===== src/rtl/fuse_lut_pkg.sv =====
// Shared types for the FDM fuse LUT walker: LUT row layout, EOF sentinel and walker states.
package fuse_lut_pkg;

   localparam int FDM_DATA_W  = 32;
   localparam int FDM_ADDR_W  = 32;
   localparam int FDM_ENTRY_W = FDM_DATA_W + 2 * FDM_ADDR_W;

   // Field order matches the ROM word: mask in the MSBs, reg_addr in the LSBs.
   typedef struct packed {
      logic [FDM_DATA_W-1:0] mask;
      logic [FDM_ADDR_W-1:0] fuse_addr;
      logic [FDM_ADDR_W-1:0] reg_addr;
   } fuse_lut_element_t;

   localparam fuse_lut_element_t FUSE_LUT_EOF = '1;

   typedef logic [2:0] walker_state_t;

   localparam walker_state_t ST_IDLE = 3'd0;
   localparam walker_state_t ST_RD   = 3'd1;
   localparam walker_state_t ST_CHK  = 3'd2;
   localparam walker_state_t ST_FREQ = 3'd3;
   localparam walker_state_t ST_WR   = 3'd4;
   localparam walker_state_t ST_NEXT = 3'd5;
   localparam walker_state_t ST_DONE = 3'd6;
   localparam walker_state_t ST_ERR  = 3'd7;

endpackage


===== src/rtl/caliptra_fdm_lut_walker.sv =====
// Fuse distribution sequencer: walks the fuse LUT, reads each fuse, masks it and writes the target register.
module caliptra_fdm_lut_walker
   import fuse_lut_pkg::*;
#(
   parameter int LUT_ENTRIES    = 64,
   parameter int DATA_W         = 32,
   parameter int ADDR_W         = 32,
   parameter int TIMEOUT        = 1024,
   parameter bit SKIP_ZERO_MASK = 1'b1,
   localparam int IDX_W         = $clog2(LUT_ENTRIES),
   localparam int ENTRY_W       = DATA_W + 2 * ADDR_W
) (
   input  logic               i_clk,
   input  logic               i_rst,
   input  logic               i_start,
   output logic               o_busy,
   output logic               o_done,
   output logic               o_err,
   output logic [IDX_W-1:0]   o_err_idx,
   output logic               o_lut_readen,
   output logic [IDX_W-1:0]   o_lut_raddr,
   input  logic [ENTRY_W-1:0] i_lut_rdata,
   output logic               o_fuse_req,
   output logic [ADDR_W-1:0]  o_fuse_addr,
   input  logic               i_fuse_ack,
   input  logic [DATA_W-1:0]  i_fuse_rdata,
   output logic               o_wr_valid,
   output logic [ADDR_W-1:0]  o_wr_addr,
   output logic [DATA_W-1:0]  o_wr_data,
   input  logic               i_wr_ready
);

   localparam int TMO_W = $clog2(TIMEOUT);
   localparam logic [IDX_W-1:0] LAST_IDX = IDX_W'(LUT_ENTRIES - 1);
   localparam logic [TMO_W-1:0] TMO_LAST = TMO_W'(TIMEOUT - 1);

   // Same layout as fuse_lut_element_t, but sized by this instance's parameters.
   typedef struct packed {
      logic [DATA_W-1:0] mask;
      logic [ADDR_W-1:0] fuse_addr;
      logic [ADDR_W-1:0] reg_addr;
   } entry_t;

   walker_state_t     state_reg, state_next;
   logic [IDX_W-1:0]  idx_reg;
   logic [TMO_W-1:0]  tmo_reg;
   entry_t            entry_reg;
   entry_t            lut_entry;
   logic [DATA_W-1:0] wdata_reg;
   logic              done_reg;
   logic              err_reg;
   logic [IDX_W-1:0]  err_idx_reg;
   logic              tmo_hit;

   assign lut_entry = i_lut_rdata;
   assign tmo_hit   = (tmo_reg == TMO_LAST);

   always_comb begin
      state_next = state_reg;
      case (state_reg)
         ST_IDLE: if (i_start) state_next = ST_RD;
         ST_RD:   state_next = ST_CHK;
         ST_CHK: begin
            if (&i_lut_rdata)                                 state_next = ST_DONE;
            else if (SKIP_ZERO_MASK && (lut_entry.mask == '0)) state_next = ST_NEXT;
            else                                              state_next = ST_FREQ;
         end
         ST_FREQ: begin
            if (i_fuse_ack)   state_next = ST_WR;
            else if (tmo_hit) state_next = ST_ERR;
         end
         ST_WR: begin
            if (i_wr_ready)   state_next = ST_NEXT;
            else if (tmo_hit) state_next = ST_ERR;
         end
         ST_NEXT: state_next = (idx_reg == LAST_IDX) ? ST_DONE : ST_RD;
         default: state_next = ST_IDLE;
      endcase
   end

   always_ff @(posedge i_clk or posedge i_rst) begin
      if (i_rst) begin
         state_reg   <= ST_IDLE;
         idx_reg     <= '0;
         tmo_reg     <= '0;
         entry_reg   <= '0;
         wdata_reg   <= '0;
         done_reg    <= 1'b0;
         err_reg     <= 1'b0;
         err_idx_reg <= '0;
      end else begin
         state_reg <= state_next;
         // The wait counter restarts on every state change, so FREQ and WR each get a full budget.
         if (state_next != state_reg) begin
            tmo_reg <= '0;
         end else if ((state_reg == ST_FREQ) || (state_reg == ST_WR)) begin
            tmo_reg <= tmo_reg + TMO_W'(1);
         end
         case (state_reg)
            ST_IDLE: begin
               if (i_start) begin
                  done_reg <= 1'b0;
                  err_reg  <= 1'b0;
                  idx_reg  <= '0;
               end
            end
            ST_CHK:  entry_reg <= lut_entry;
            ST_FREQ: begin
               if (i_fuse_ack) wdata_reg <= i_fuse_rdata & entry_reg.mask;
            end
            ST_NEXT: begin
               if (idx_reg != LAST_IDX) idx_reg <= idx_reg + IDX_W'(1);
            end
            ST_DONE: done_reg <= 1'b1;
            ST_ERR: begin
               err_reg     <= 1'b1;
               err_idx_reg <= idx_reg;
            end
            default: ;
         endcase
      end
   end

   assign o_busy       = (state_reg != ST_IDLE);
   assign o_done       = done_reg;
   assign o_err        = err_reg;
   assign o_err_idx    = err_idx_reg;
   assign o_lut_readen = (state_reg == ST_RD);
   assign o_lut_raddr  = o_lut_readen ? idx_reg : '0;
   assign o_fuse_req   = (state_reg == ST_FREQ);
   assign o_fuse_addr  = o_fuse_req ? entry_reg.fuse_addr : '0;
   assign o_wr_valid   = (state_reg == ST_WR);
   assign o_wr_addr    = o_wr_valid ? entry_reg.reg_addr : '0;
   assign o_wr_data    = o_wr_valid ? wdata_reg : '0;

endmodule


===== config.mk =====
export PLATFORM = sky130hd
export DESIGN_NAME = caliptra_fdm_lut_walker
export DESIGN_NICKNAME = d
export VERILOG_FILES = /design/src/rtl/fuse_lut_pkg.sv /design/src/rtl/caliptra_fdm_lut_walker.sv
export SDC_FILE = /design/constraint.sdc
export NUM_CORES = 1
export LEC_CHECK = 0
export ABC_AREA = 1
export CORE_UTILIZATION = 35
export CTS_CLUSTER_SIZE = 14
export DETAILED_ROUTE_END_ITERATION = 7
export SLEW_MARGIN = 30
export SYNTH_ARGS = -nofsm -noshare
export SYNTH_HDL_FRONTEND = slang
export SYNTH_SLANG_ARGS = --single-unit

===== constraint.sdc =====
create_clock -name i_clk -period 6.4 [get_ports i_clk]
set_input_delay 1.6 -clock i_clk [delete_from_list [all_inputs] [get_ports i_clk]]
set_output_delay 1.6 -clock i_clk [all_outputs]
set_load 0.02 [all_outputs]

Yosys cells after proc, flatten, opt, wreduce, memory -nomap -nowiden
Cells that the tools add are included.
- register bits after elaboration: 155
- bits in latches: 0
- RAM bits: 0
- memory bits (read-only): 0
- bits of input ports: 133
- output and inout port bits: 114
- memories: 0
- add/subtract/negate cells: 2
- multipliers: 0
- divide/modulo/power cells: 0
- magnitude comparators: 0
- eq/ne operators: 13
- shifts and indexed selects: 0
- multiplexer cells: 20
- bitwise operators: 1
- reduce and logical (&&, ||, !) cells: 13
- operators with widths (cell ; count):
    $mux W32 ; 3
    $reduce_and A96 Y1 ; 1
    $and A32 B32 Y32 ; 1
    $logic_not A32 Y1 ; 1
    $mux W3 ; 7
    $mux W10 ; 2
    $mux W6 ; 3
    $pmux W3 S6 ; 1
    $eq A3 B3 Y1 const B ; 4
    $pmux W6 S2 ; 1
    $add A10 B1 Y10 const B ; 1
    $eq A10 B10 Y1 const B ; 1
    $reduce_bool A2 Y1 ; 4
    $add A6 B1 Y6 const B ; 1
    $eq A3 B2 Y1 const B ; 2
    $eq A6 B6 Y1 const B ; 1
    $ne A6 B6 Y1 const B ; 1
    $reduce_and A2 Y1 ; 3
    $ne A2 B2 Y1 const B ; 2
    $pmux W1 S2 ; 2
    $eq A3 B1 Y1 const B ; 1
    $logic_not A3 Y1 ; 1
    $ne A3 B3 Y1 ; 1
    $reduce_and A3 Y1 ; 1
    3 further kinds ; 3

Longest topological paths before layout
Gate-level depths: netlist of the first run.
- word-level depth: 6
- depth in mapped cells: 13
- mapped depth without buffers: 13

Worst setup path before layout of the first run
Ideal clock, no wire load.
- path type: register -> output
- from: register state_reg[0]
- to: output port o_lut_raddr[0]
- data arrival time: 1.401 ns
- data required time: 4.800 ns
- slack: 3.399 ns
- cell stages (with the launch flop): 5
- path buffers: 0
- cells stage by stage: dfrtp_1 > inv_2 > nor3_2 > inv_1 > nor2_1
- cells in the longest elaborated chain, start to end: 2
- ends and longest elaborated chain (item ; line ; RTL):
    start: declaration ; caliptra_fdm_lut_walker.sv:44 ; walker_state_t state_reg, state_next;
    start signal: assignment ; caliptra_fdm_lut_walker.sv:92 ; state_reg <= state_next;
    $eq A3 B1 Y1 ; caliptra_fdm_lut_walker.sv:128 ; assign o_lut_readen = (state_reg == ST_RD);
    named net o_lut_readen ; caliptra_fdm_lut_walker.sv:20 ; output logic o_lut_readen,
    $mux W6 ; caliptra_fdm_lut_walker.sv:129 ; assign o_lut_raddr = o_lut_readen ? idx_reg : '0;
    end: declaration ; caliptra_fdm_lut_walker.sv:21 ; output logic [IDX_W-1:0] o_lut_raddr,
The timed path passes the listed nets, and every way through them passes these cells.

Final worst setup path of the first run
- from: register state_reg[0]
- to: output port o_wr_data[2]
- cells in the longest elaborated chain, start to end: 2
- ends and longest elaborated chain (item ; line ; RTL):
    $eq A3 B3 Y1 ; caliptra_fdm_lut_walker.sv:132 ; assign o_wr_valid = (state_reg == ST_WR);
    $mux W32 ; caliptra_fdm_lut_walker.sv:134 ; assign o_wr_data = o_wr_valid ? wdata_reg : '0;
    end: declaration ; caliptra_fdm_lut_walker.sv:29 ; output logic [DATA_W-1:0] o_wr_data,
Every way passes these cells.

==> results of run 1 <==
[routing by layer]
layer	vias to the layer above	wire length [um]	GRT usage [%]	part of all wire, %
li1	3349	-	-	-
met1	2974	9380	25.5	46
met2	185	9660	32.6	47
met3	19	1170	5.06	5.7
met4	0	312	5.31	1.5
met5	-	0	0	0
[power breakdown]
| group | total, W | switching (W) | internal, W |
|---|---|---|---|
| sequential | 0.00155 | 0.000167 | 0.00138 |
| combinational | 0.00159 | 0.00102 | 0.000576 |
| clock | 0.00104 | 0.000396 | 0.000645 |
| total | 0.00419 | 0.00158 | 0.00261 |
[cell usage in the layout (no fill, tap or decap), types with 2 or more instances in the layout]
cell,instances
buf_4,4
clkinv_4,3
nand4_1,18
o21ai_1,12
nor3_1,2
nand3_1,42
xnor2_1,2
nand3_4,2
nand2_4,2
ha_1,2
clkdlybuf4s50_1,246
nand2_1,182
clkbuf_16,17
nand2_2,6
inv_2,6
inv_1,152
xor2_1,7
nor3_4,2
o21ai_0,130
clkinv_2,4
nor3_2,14
bufinv_16,4
dfrtp_1,155
clkinvlp_4,2
nor2_1,138
a21oi_1,6
[per-stage QoR]
step	hold slack, ps	instance area, um^2	total power, W
6_report	484	10700	0.00419
5_1_grt	504	10700	0.00453
4_1_cts	489	10600	0.00425
3_5_place_dp	474	10000	0.00318
3_3_place_gp	465	10000	0.00316
2_1_floorplan	454	7380	0.00261
[synth_stat cells (all sizes together)]
master	number	area, um^2
dfrtp	155	3880
mux2i	1	10.0
o211ai	1	21.3
nor3	18	176
nor2	139	524
nand2	190	743
a32o	1	10.0
xnor2	2	17.5
xor2	7	61.3
buf	18	95.1
inv	161	607
clkbuf	21	78.8
ha	2	25.0
nand3	45	255
o21ai	142	711
nand4	19	125
a21oi	7	38.8
[critical path: cells and delay by family (launching register included)]
family | cells | cell delay (ps)
flip-flops | 1 | 480
buffers and inverters | 2 | 850
AND/OR/NAND/NOR | 2 | 980
[layout make-up]
class | count | area share (%)
sequential | 155 | 36.4
multi-input combinational | 574 | 25.6
timing repair buffer | 250 | 23.4
inverter | 161 | 5.76
clock buffer | 17 | 3.99
tap | 270 | 3.17
clock inverter | 12 | 1.66
antenna | 1 | 0.0235
[kinds of logic (layout without fill, tap and decap cells)]
kind of cell,count (synthesis),after routing,share of synthesized area [%]
XOR/XNOR,9,9,1.07
adder cells (fa/ha/maj),2,2,0.339
AND/OR/NAND/NOR,411,411,24.7
other,0,1,0
flip-flops,155,155,52.6
multiplexers,1,1,0.136
AO/OA/AOI/OAI,151,151,10.6
buffers and inverters,200,440,10.6
[path summary, 6_finish.rpt]
path / start / to / slack (ps) / depth (start not counted)
setup / recovery: state_reg[0]$_DFF_PP0_ / o_wr_data[2] / 2050 / 4
hold / removal: entry_reg[83]$_DFFE_PP0P_ / entry_reg[83]$_DFFE_PP0P_ / 480 / 2
setup reg to reg: state_reg[1]$_DFF_PP0_ / entry_reg[86]$_DFFE_PP0P_ / 3650 / 5
hold reg to reg: entry_reg[83]$_DFFE_PP0P_ / entry_reg[83]$_DFFE_PP0P_ / 480 / 2
max in group asynchronous: i_rst / entry_reg[66]$_DFFE_PP0P_ / 3630 / 3
min in group asynchronous: i_rst / entry_reg[35]$_DFFE_PP0P_ / 1710 / 2
==> reports/metrics.csv, run 1 <==
metric,value,unit
status,finished clean,
HPWL Detailed,14900,um
row cnt,52,
Rel. slew slack,37.8,%
vias in the first global route,6473,
Finished Core Util,52.1,%
crit-path max cell delay,650,ps
# resized after CTS,0,
Yosys warning count,0,
Setup TNS Final,0,ps
crit path time final,4350,ps
Worst EP arrival,2750,ps
Final Non-Filler Cells,1440,
CP Launch Type,register,
chip width,147,um
Synth Area per Inst,7.94,um^2
"Hold Violations, Final",0,
pwr dens,393,nW/um^2
CTS Buffer Depth,2,
Fmax achieved,230,MHz
grt ovf,0,
Critical Path RT,4800,ps
GPL Wtd Cong,0.838,
Vias,6527,
Max H-tree Level,4,
Final Skew,8.27,ps
Residual DRC,0,
drt wl/cell,14.3,um
drt first pass iters,4,
Starting Density,36.1,%
Filler cells,2016,
Nets,1294,
slowest cell on the critical path,nand3_4,
hold_buf cts,0,
Final Cycle Share,68.0,%
final wirelength,20500,um
Register Area,3880,um^2
# Max-Cap Violations,0,
Overall Global Routing Usage,19.7,%
post-CTS setup buffers,0,
share of cells above drive strength 1,6.24,%
Unique masters post-synth,30,
Synth Instances,929,
die area,21700,um^2
sequential area share after synthesis,52.6,%
clk slew on worst S/H paths,60,ps
worst-path cell chain,inv_2 > nand3_4 > nor2_1 > clkdlybuf4s50_1,
core area,20400,um^2
"Slew Viols, Final",0,
first-pass GRT wire length,33200,um
number of flip-flops under the largest register name,96,
mapped cell area,7380,um^2
Seq cells post-synth,155,
Area Overhead vs Synth,44.4,%
PortBufs,246,
Synth Net Count,1064,
final worst slack,2050,ps
Critical Path Fanout Max,70,
CTS Root Cell,clkbuf_16,
CP Capture Type,output pin,
"worst slack, placed",2450,ps
LEAKAGE,4.69,nW
initial antenna violation count,1,
HP Class,register to register,
Worst Tran Pin Value,932,ps
clock sink total,155,
Detailed Route Iter0 Violations,301,
Final ANT Viol Nets,0,
Multi-input gate area,2730,um^2
Chip Height,147,um
largest net degree at the start of global routing,92,
Placed Cells,1410,
routed vias/inst,4.53,
RSZ-0062 raised after global routing,no,
final setup fails,0,
Worst Setup Path Type,register to output pin,
clk_lat worst skew,420,ps
CTS tree,built,
IO Pins,247,
CTS buffer count,17,
worst vdd ir,0.330,mV
No activity file was read; power rests on OpenSTA's default activity.
==> inputs of run 2 (changes only) <==
==> constraint.sdc (replaced) <==
create_clock -name i_clk -period 4.08 [get_ports i_clk]
set_input_delay 1.02 -clock i_clk [delete_from_list [all_inputs] [get_ports i_clk]]
set_output_delay 1.02 -clock i_clk [all_outputs]
set_load 0.02 [all_outputs]
==> run 2 against run 1 <==
Net effect:
- die area stayed put
- cell area increased by 0.54%
- clock power rose by 61%
- clock-buffer cell count is 4 higher
- critical path depth is 1 higher
- first-iteration DRC count is 11% lower
- hold slack worse by 0.67 ps
- worst setup slack worse by 1600 ps
- via count did not move
- wire length decreased by 0.39%
- final cell count up 0.28%
- critical endpoint is now o_wr_addr[27]
==> reports/metrics.csv, run 2 (synthesized netlist as in run 1, its figures left out) <==
metric,value,unit
CTS tree,built,
drt wl/cell,14.2,um
Fmax achieved,275,MHz
clk slew on worst S/H paths,70,ps
Nets,1295,
Final ANT Viol Nets,0,
Tot Pwr,0.00661,W
row cnt,52,
CTS buffer count,17,
Final Skew,11.1,ps
Overall Global Routing Usage,19.4,%
core area,20400,um^2
chip width,147,um
CP Launch Type,register,
hold_buf cts,0,
Final Cycle Share,89.3,%
final setup fails,0,
LEAKAGE,4.71,nW
HPWL Detailed,15000,um
cell area after layout,10700,um^2
dpl cell area,10100,um^2
Starting Density,36.1,%
"Slew Viols, Final",0,
largest net degree at the start of global routing,96,
vias in the first global route,6250,
met3 routed WL,1170,um
initial antenna violation count,1,
# Max-Cap Violations,0,
CTS Root Cell,clkbuf_16,
"Hold Violations, Final",0,
most frequent cells in the layout,"clkdlybuf4s50_1 (246), nand2_1 (182), dfrtp_1 (155)",
Worst Tran Pin Value,920,ps
Critical Path RT,3060,ps
Chip Height,147,um
share of cells above drive strength 1,6.48,%
drt first pass iters,6,
Worst Setup Path Type,register to output pin,
Rel. slew slack,38.7,%
clk_lat worst skew,410,ps
number of flip-flops under the largest register name,96,
DRT met1 WL,9450,um
die area,21700,um^2
Area Overhead vs Synth,45.1,%
uppermost layer routed,met4,
first-pass GRT wire length,32900,um
CTS Buffer Depth,2,
pwr dens,617,nW/um^2
Setup TNS Final,0,ps
Detailed Route Iter0 Violations,267,
WHS,483,ps
grt ovf,0,
PortBufs,246,
post-CTS setup buffers,0,
# resized after CTS,0,
routed vias/inst,4.52,
CP Capture Type,output pin,
Residual DRC,0,
RSZ-0062 raised after global routing,no,
Register-to-Register Path Depth,7,
GPL Wtd Cong,0.795,
IO Pins,247,
HP Class,register to register,
clock sink total,155,
Critical Path Fanout Max,49,
Vias,6527,
worst vdd ir,0.368,mV
DR WL met2,9700,um
final wirelength,20400,um
crit path time final,3640,ps
status,finished clean,
hold depth,2,
Worst EP arrival,2620,ps
Max H-tree Level,4,
"most common cell after layout, fill and taps aside",clkdlybuf4s50_1,
==> run 2: worst max-delay path, cell delays in order (launching register included) <==
cell and delay [ps]:
dfrtp_1 490, inv_2 210, nand3_4 300, buf_4 400
nor2_1 180, clkdlybuf4s50_1 620
==> run 2: path summary, 6_finish.rpt <==
check | end | slack, ps | from
hold reg to reg | o_err_idx[3]$_DFFE_PP0P_ | 480 | o_err_idx[3]$_DFFE_PP0P_
min in group asynchronous | entry_reg[50]$_DFFE_PP0P_ | 1060 | i_rst
hold / removal | o_err_idx[3]$_DFFE_PP0P_ | 480 | o_err_idx[3]$_DFFE_PP0P_
setup / recovery | o_wr_addr[27] | 440 | state_reg[0]$_DFF_PP0_
max in group asynchronous | entry_reg[92]$_DFFE_PP0P_ | 2520 | i_rst
setup reg to reg | wdata_reg[18]$_DFFE_PP0P_ | 1530 | state_reg[2]$_DFF_PP0_
==> run 2: cell type report <==
type                            count  area [um^2]
Fill cell                        1986         9720
Inverter                          161          612
Timing Repair Buffer              251         2520
Clock buffer                       21          470
Clock inverter                     11          158
Sequential cell                   155         3880
Multi-Input combinational cell    574         2730
Tap cell                          270          338
Antenna cell                        1         2.50
==> run 2: per-stage QoR <==
step	util, %	std cells	worst slack, ps
3_3_place_gp	49.3	1411	955
3_5_place_dp	49.3	1411	828
2_1_floorplan	-	929	1100
6_report	52.4	1444	437
4_1_cts	52.4	1443	373
5_1_grt	52.4	1444	237
==> run 2: layer usage <==
layer	GRT usage, %	vias up
met4	4.12	0
met3	4.50	8
met1	26.2	3003
met2	31.6	165
li1	-	3351
met5	0	-
==> run 2: report_power, final <==
| part | total, W | internal [W] | switching [W] | leakage, nW |
|---|---|---|---|---|
| Clock | 0.00167 | 0.00102 | 0.000649 | 0.301 |
| Sequential | 0.00243 | 0.00217 | 0.000261 | 1.97 |
| Combinational | 0.00250 | 0.000909 | 0.00160 | 2.43 |
==> inputs of run 3 (changes only) <==
--- a/config.mk
+++ b/config.mk
@@ -6,9 +6,11 @@
 export NUM_CORES = 1
 export LEC_CHECK = 0
 export ABC_AREA = 1
+export CAP_MARGIN = 20
 export CORE_UTILIZATION = 35
 export CTS_CLUSTER_SIZE = 14
 export DETAILED_ROUTE_END_ITERATION = 7
+export SETUP_SLACK_MARGIN = 0.3
 export SLEW_MARGIN = 30
 export SYNTH_ARGS = -nofsm -noshare
 export SYNTH_HDL_FRONTEND = slang
==> run 3 against run 2 <==
Net effect:
- non-clock buffer count stayed put
- combinational power about the same
- register-to-register slack about the same
- utilization about the same
- highest routed layer unchanged
==> reports/metrics.csv, run 3 (synthesized netlist as in run 1, its figures left out) <==
metric,value,unit
"most common cell after layout, fill and taps aside",clkdlybuf4s50_1,
crit path time final,3560,ps
clock sink total,155,
Starting Density,36.1,%
Detailed Route Iter0 Violations,281,
initial antenna violation count,1,
HP Class,register to register,
drt wl/cell,14.2,um
final setup fails,0,
Critical Path RT,3060,ps
Vias,6520,
drt first pass iters,4,
Max H-tree Level,4,
Tot Pwr,0.00661,W
clk_lat worst skew,410,ps
Register Area,3880,um^2
PortBufs,246,
status,finished clean,
CTS Root Cell,clkbuf_16,
"Hold Violations, Final",0,
worst-path cell chain,inv_2 > nand3_4 > buf_6 > nor2_1 > clkdlybuf4s50_1,
Multi-input gate area,2730,um^2
GPL Wtd Cong,0.795,
first-pass GRT wire length,32900,um
worst vdd ir,0.368,mV
chip width,147,um
die area,21700,um^2
pwr dens,617,nW/um^2
# resized after CTS,0,
Filler cells,1987,
Final Cycle Share,87.4,%
Nets,1295,
Setup TNS Final,0,ps
slowest cell on the critical path,clkdlybuf4s50_1,
crit-path max cell delay,620,ps
"Slew Viols, Final",0,
number of flip-flops under the largest register name,96,
CTS tree,built,
Critical Path Fanout Max,49,
routed vias/inst,4.52,
Register-to-Register Path Depth,7,
HPWL Detailed,15000,um
Final Skew,11.1,ps
Worst EP arrival,2540,ps
post-CTS setup buffers,0,
most frequent cells in the layout,"clkdlybuf4s50_1 (246), nand2_1 (182), dfrtp_1 (155)",
core area,20400,um^2
grt ovf,0,
final wirelength,20500,um
Final ANT Viol Nets,0,
vias in the first global route,6250,
LEAKAGE,4.71,nW
Fmax achieved,281,MHz
Worst Tran Pin Value,922,ps
clk slew on worst S/H paths,60,ps
Chip Height,147,um
CTS Buffer Depth,2,
Overall Global Routing Usage,19.4,%
hold depth,2,
largest net degree at the start of global routing,96,
RSZ-0062 raised after global routing,no,
# Max-Cap Violations,0,
share of cells above drive strength 1,6.48,%
CTS buffer count,17,
CP Launch Type,register,
hold_buf cts,0,
IO Pins,247,
Residual DRC,0,
row cnt,52,
CP Capture Type,output pin,
Rel. slew slack,38.4,%
Area Overhead vs Synth,45.2,%
Worst Setup Path Type,register to output pin,
## run 3: cell counts in the layout (fill, tap and decap cells not counted)
No cell type changed its count.
## run 3: final cells by class
class | count | share of cell area, %
Sequential cell | 155 | 36.2
Tap cell | 270 | 3.15
Timing Repair Buffer | 251 | 23.6
Inverter | 161 | 5.71
Clock inverter | 11 | 1.47
Antenna cell | 1 | 0.0234
Multi-Input combinational cell | 574 | 25.4
Clock buffer | 21 | 4.39
## run 3: worst paths after layout
kind	startpoint	end	slack [ps]
max	state_reg[0]$_DFF_PP0_	o_wr_addr[27]	520
min	entry_reg[87]$_DFFE_PP0P_	entry_reg[87]$_DFFE_PP0P_	480
max reg2reg	state_reg[2]$_DFF_PP0_	wdata_reg[18]$_DFFE_PP0P_	1520
min reg2reg	entry_reg[87]$_DFFE_PP0P_	entry_reg[87]$_DFFE_PP0P_	480
max in group asynchronous	i_rst	entry_reg[92]$_DFFE_PP0P_	2520
min in group asynchronous	i_rst	entry_reg[50]$_DFFE_PP0P_	1060
## run 3: critical path: cells and delay by family, from the launching register on
family	cells	cell delay [ps]
buffers and inverters	3	1170
DFF	1	490
and+or+nand+nor	2	460
## run 3: layer usage
metal	vias up	wire length [um]	global-route usage (%)
li1	3354	-	-
met1	2998	9400	26.2
met2	160	9760	31.6
met3	8	1210	4.50
met4	0	112	4.12
met5	-	0	0
## run 3: through the flow
| stage | util (%) | instance area (um^2) | hold slack (ps) | setup WS [ps] | cells |
|---|---|---|---|---|---|
| 6_report | 52.4 | 10700 | 482 | 516 | 1444 |
| 5_1_grt | 52.4 | 10700 | 513 | 341 | 1444 |
| 4_1_cts | 52.4 | 10700 | 490 | 373 | 1443 |
| 3_5_place_dp | 49.3 | 10100 | 474 | 828 | 1411 |
| 3_3_place_gp | 49.3 | 10100 | 467 | 955 | 1411 |
| 2_1_floorplan | - | 7380 | 454 | 1100 | 929 |
## run 3: power by group
part | internal, W | total, W | switching (W)
clock | 0.00102 | 0.00167 | 0.000649
sequential | 0.00217 | 0.00243 | 0.000261
combinational | 0.000911 | 0.00251 | 0.00160
total | 0.00410 | 0.00661 | 0.00251
==> RTL change: new RTL, flow settings as in run 1 <==
`SKIP_ZERO_MASK`: 1'b1 -> 1'b0.
--- a/src/rtl/caliptra_fdm_lut_walker.sv
+++ b/src/rtl/caliptra_fdm_lut_walker.sv
@@ -8,3 +8,3 @@
    parameter int TIMEOUT        = 1024,
-   parameter bit SKIP_ZERO_MASK = 1'b1,
+   parameter bit SKIP_ZERO_MASK = 1'b0,
    localparam int IDX_W         = $clog2(LUT_ENTRIES),
Behaviour: not the same (Yosys sat finds a counterexample within 4 cycles, from zero or initial values and one cycle with i_rst high).
==> RTL change against run 1 <==
- cell area increased by 0.83%
- core utilization decreased by 1.0 points
- setup slack lost 0.29 ns
- synthesized cell count up 5.9%
- routed wire length grew 5.9%
- maximum frequency is 6.2% lower
- first-iteration DRC count is 14% lower
- total power rose by 1.1%
- sequential cell count did not move
- via count is 4.7% higher
- area after synthesis is 1.6% higher
- register-to-register slack worse by 0.02 ns
- die area grew 1.6%
==> RTL change: results (changes against run 1) <==
worst_ep_arrival_time_ns: 3.04  # +0.29 ns
ys_seq_area_share_pct: 51.7  # -0.83 points
synth_compound_area_share_pct: 8.08  # -2.5 points
synth-adder-area-share_pct: 0.334  # -0.0054 points
via_count: 6834  # +4.7%
multi_input_area_um2: 2950  # +8.3%
placed_area_um2: 10200  # +1.3%
syn-num-nets: 1119  # +5.2%
fin_crit_sh_pct: 72.5  # +4.5 points
gr-usage-met2_pct: 31.9  # -0.74 points
synthMuxAreaShare_pct: 0.134  # -0.0022 points
cp_slowest_stage_delay_ns: 0.62  # -0.03 ns
drive_above_1_share_pct: 6.35  # +0.11 points
outcome: "finished clean"
rrSetupSlack_ns: 3.63  # -0.02 ns
powerComb_uw: 1670  # +5%
worst_slew_pin_slew_ns: 0.795  # -0.136 ns
routed-wl-met3_um: 1750  # +49%
grt_max_degree: 117  # +27%
avgSynthCellArea_um2: 7.62  # -4.1%
worstHoldStart: "o_err$_DFFE_PP0P_"
dp_cells: 1471  # +4.3%
synth_commonest_cells: "278 x nand2_1, 158 x nor2_1, 155 x dfrtp_1"
nets: 1350  # +4.3%
r2r_end: "tmo_reg[1]$_DFFE_PP0P_"
grt.met3_usage_pct: 6.04  # +0.98 points
grt_use_met1_pct: 27.6  # +2.0 points
rr_worst_depth: 11  # +6
n_tap_cell: 275  # +1.9%
met2_length_um: 9800  # +1.5%
clkPwrFrac_pct: 22.9  # -2.0 points
totalWireLength_um: 21700  # +5.9%
clock_skew_ns: 0.00939  # +0.00112 ns
critPathTopFamily: "buffers and inverters"
inv_count: 133  # -17%
routabilityCongestion: 0.803  # -4.2%
pre_cts_ws_ns: 2.15  # -0.291 ns
hold-worst-slack_ns: 0.469  # -0.0149 ns
dr.pass1.iters: 5  # +1
met1_length_um: 10000  # +7.0%
p_clk_uw: 969  # -7%
dp_hpwl_um: 16000  # +7.2%
avgViaCountPerCell: 4.55  # +0.31%
num-fill-cells: 2071  # +2.7%
synthTopCellsByArea: "dfrtp_1 52%, nand2_1 14%, nor2_1 7.9%"
## RTL change: changes by cell type after synthesis, moves of 4 or more
cell	before	now
nand3_1	42	46
inv_1	153	125
buf_2	16	21
nor3_2	15	0
o21ai_0	130	108
clkbuf_1	21	17
nor2_2	1	15
xor2_1	7	3
nand4_1	18	7
o21ai_1	12	2
nor2_1	138	158
nand2_1	182	278
## RTL change: worst max path at each step
stage	start	to	cells past startpoint
3_5_place_dp	state_reg[1]$_DFF_PP0_	o_wr_addr[17]	5
6_report	state_reg[1]$_DFF_PP0_	o_wr_addr[0]	5
3_3_place_gp	state_reg[1]$_DFF_PP0_	o_wr_addr[20]	5
5_1_grt	state_reg[1]$_DFF_PP0_	o_wr_addr[21]	5
2_1_floorplan	i_rst	entry_reg[0]$_DFFE_PP0P_	1
4_1_cts	state_reg[1]$_DFF_PP0_	o_wr_addr[0]	5
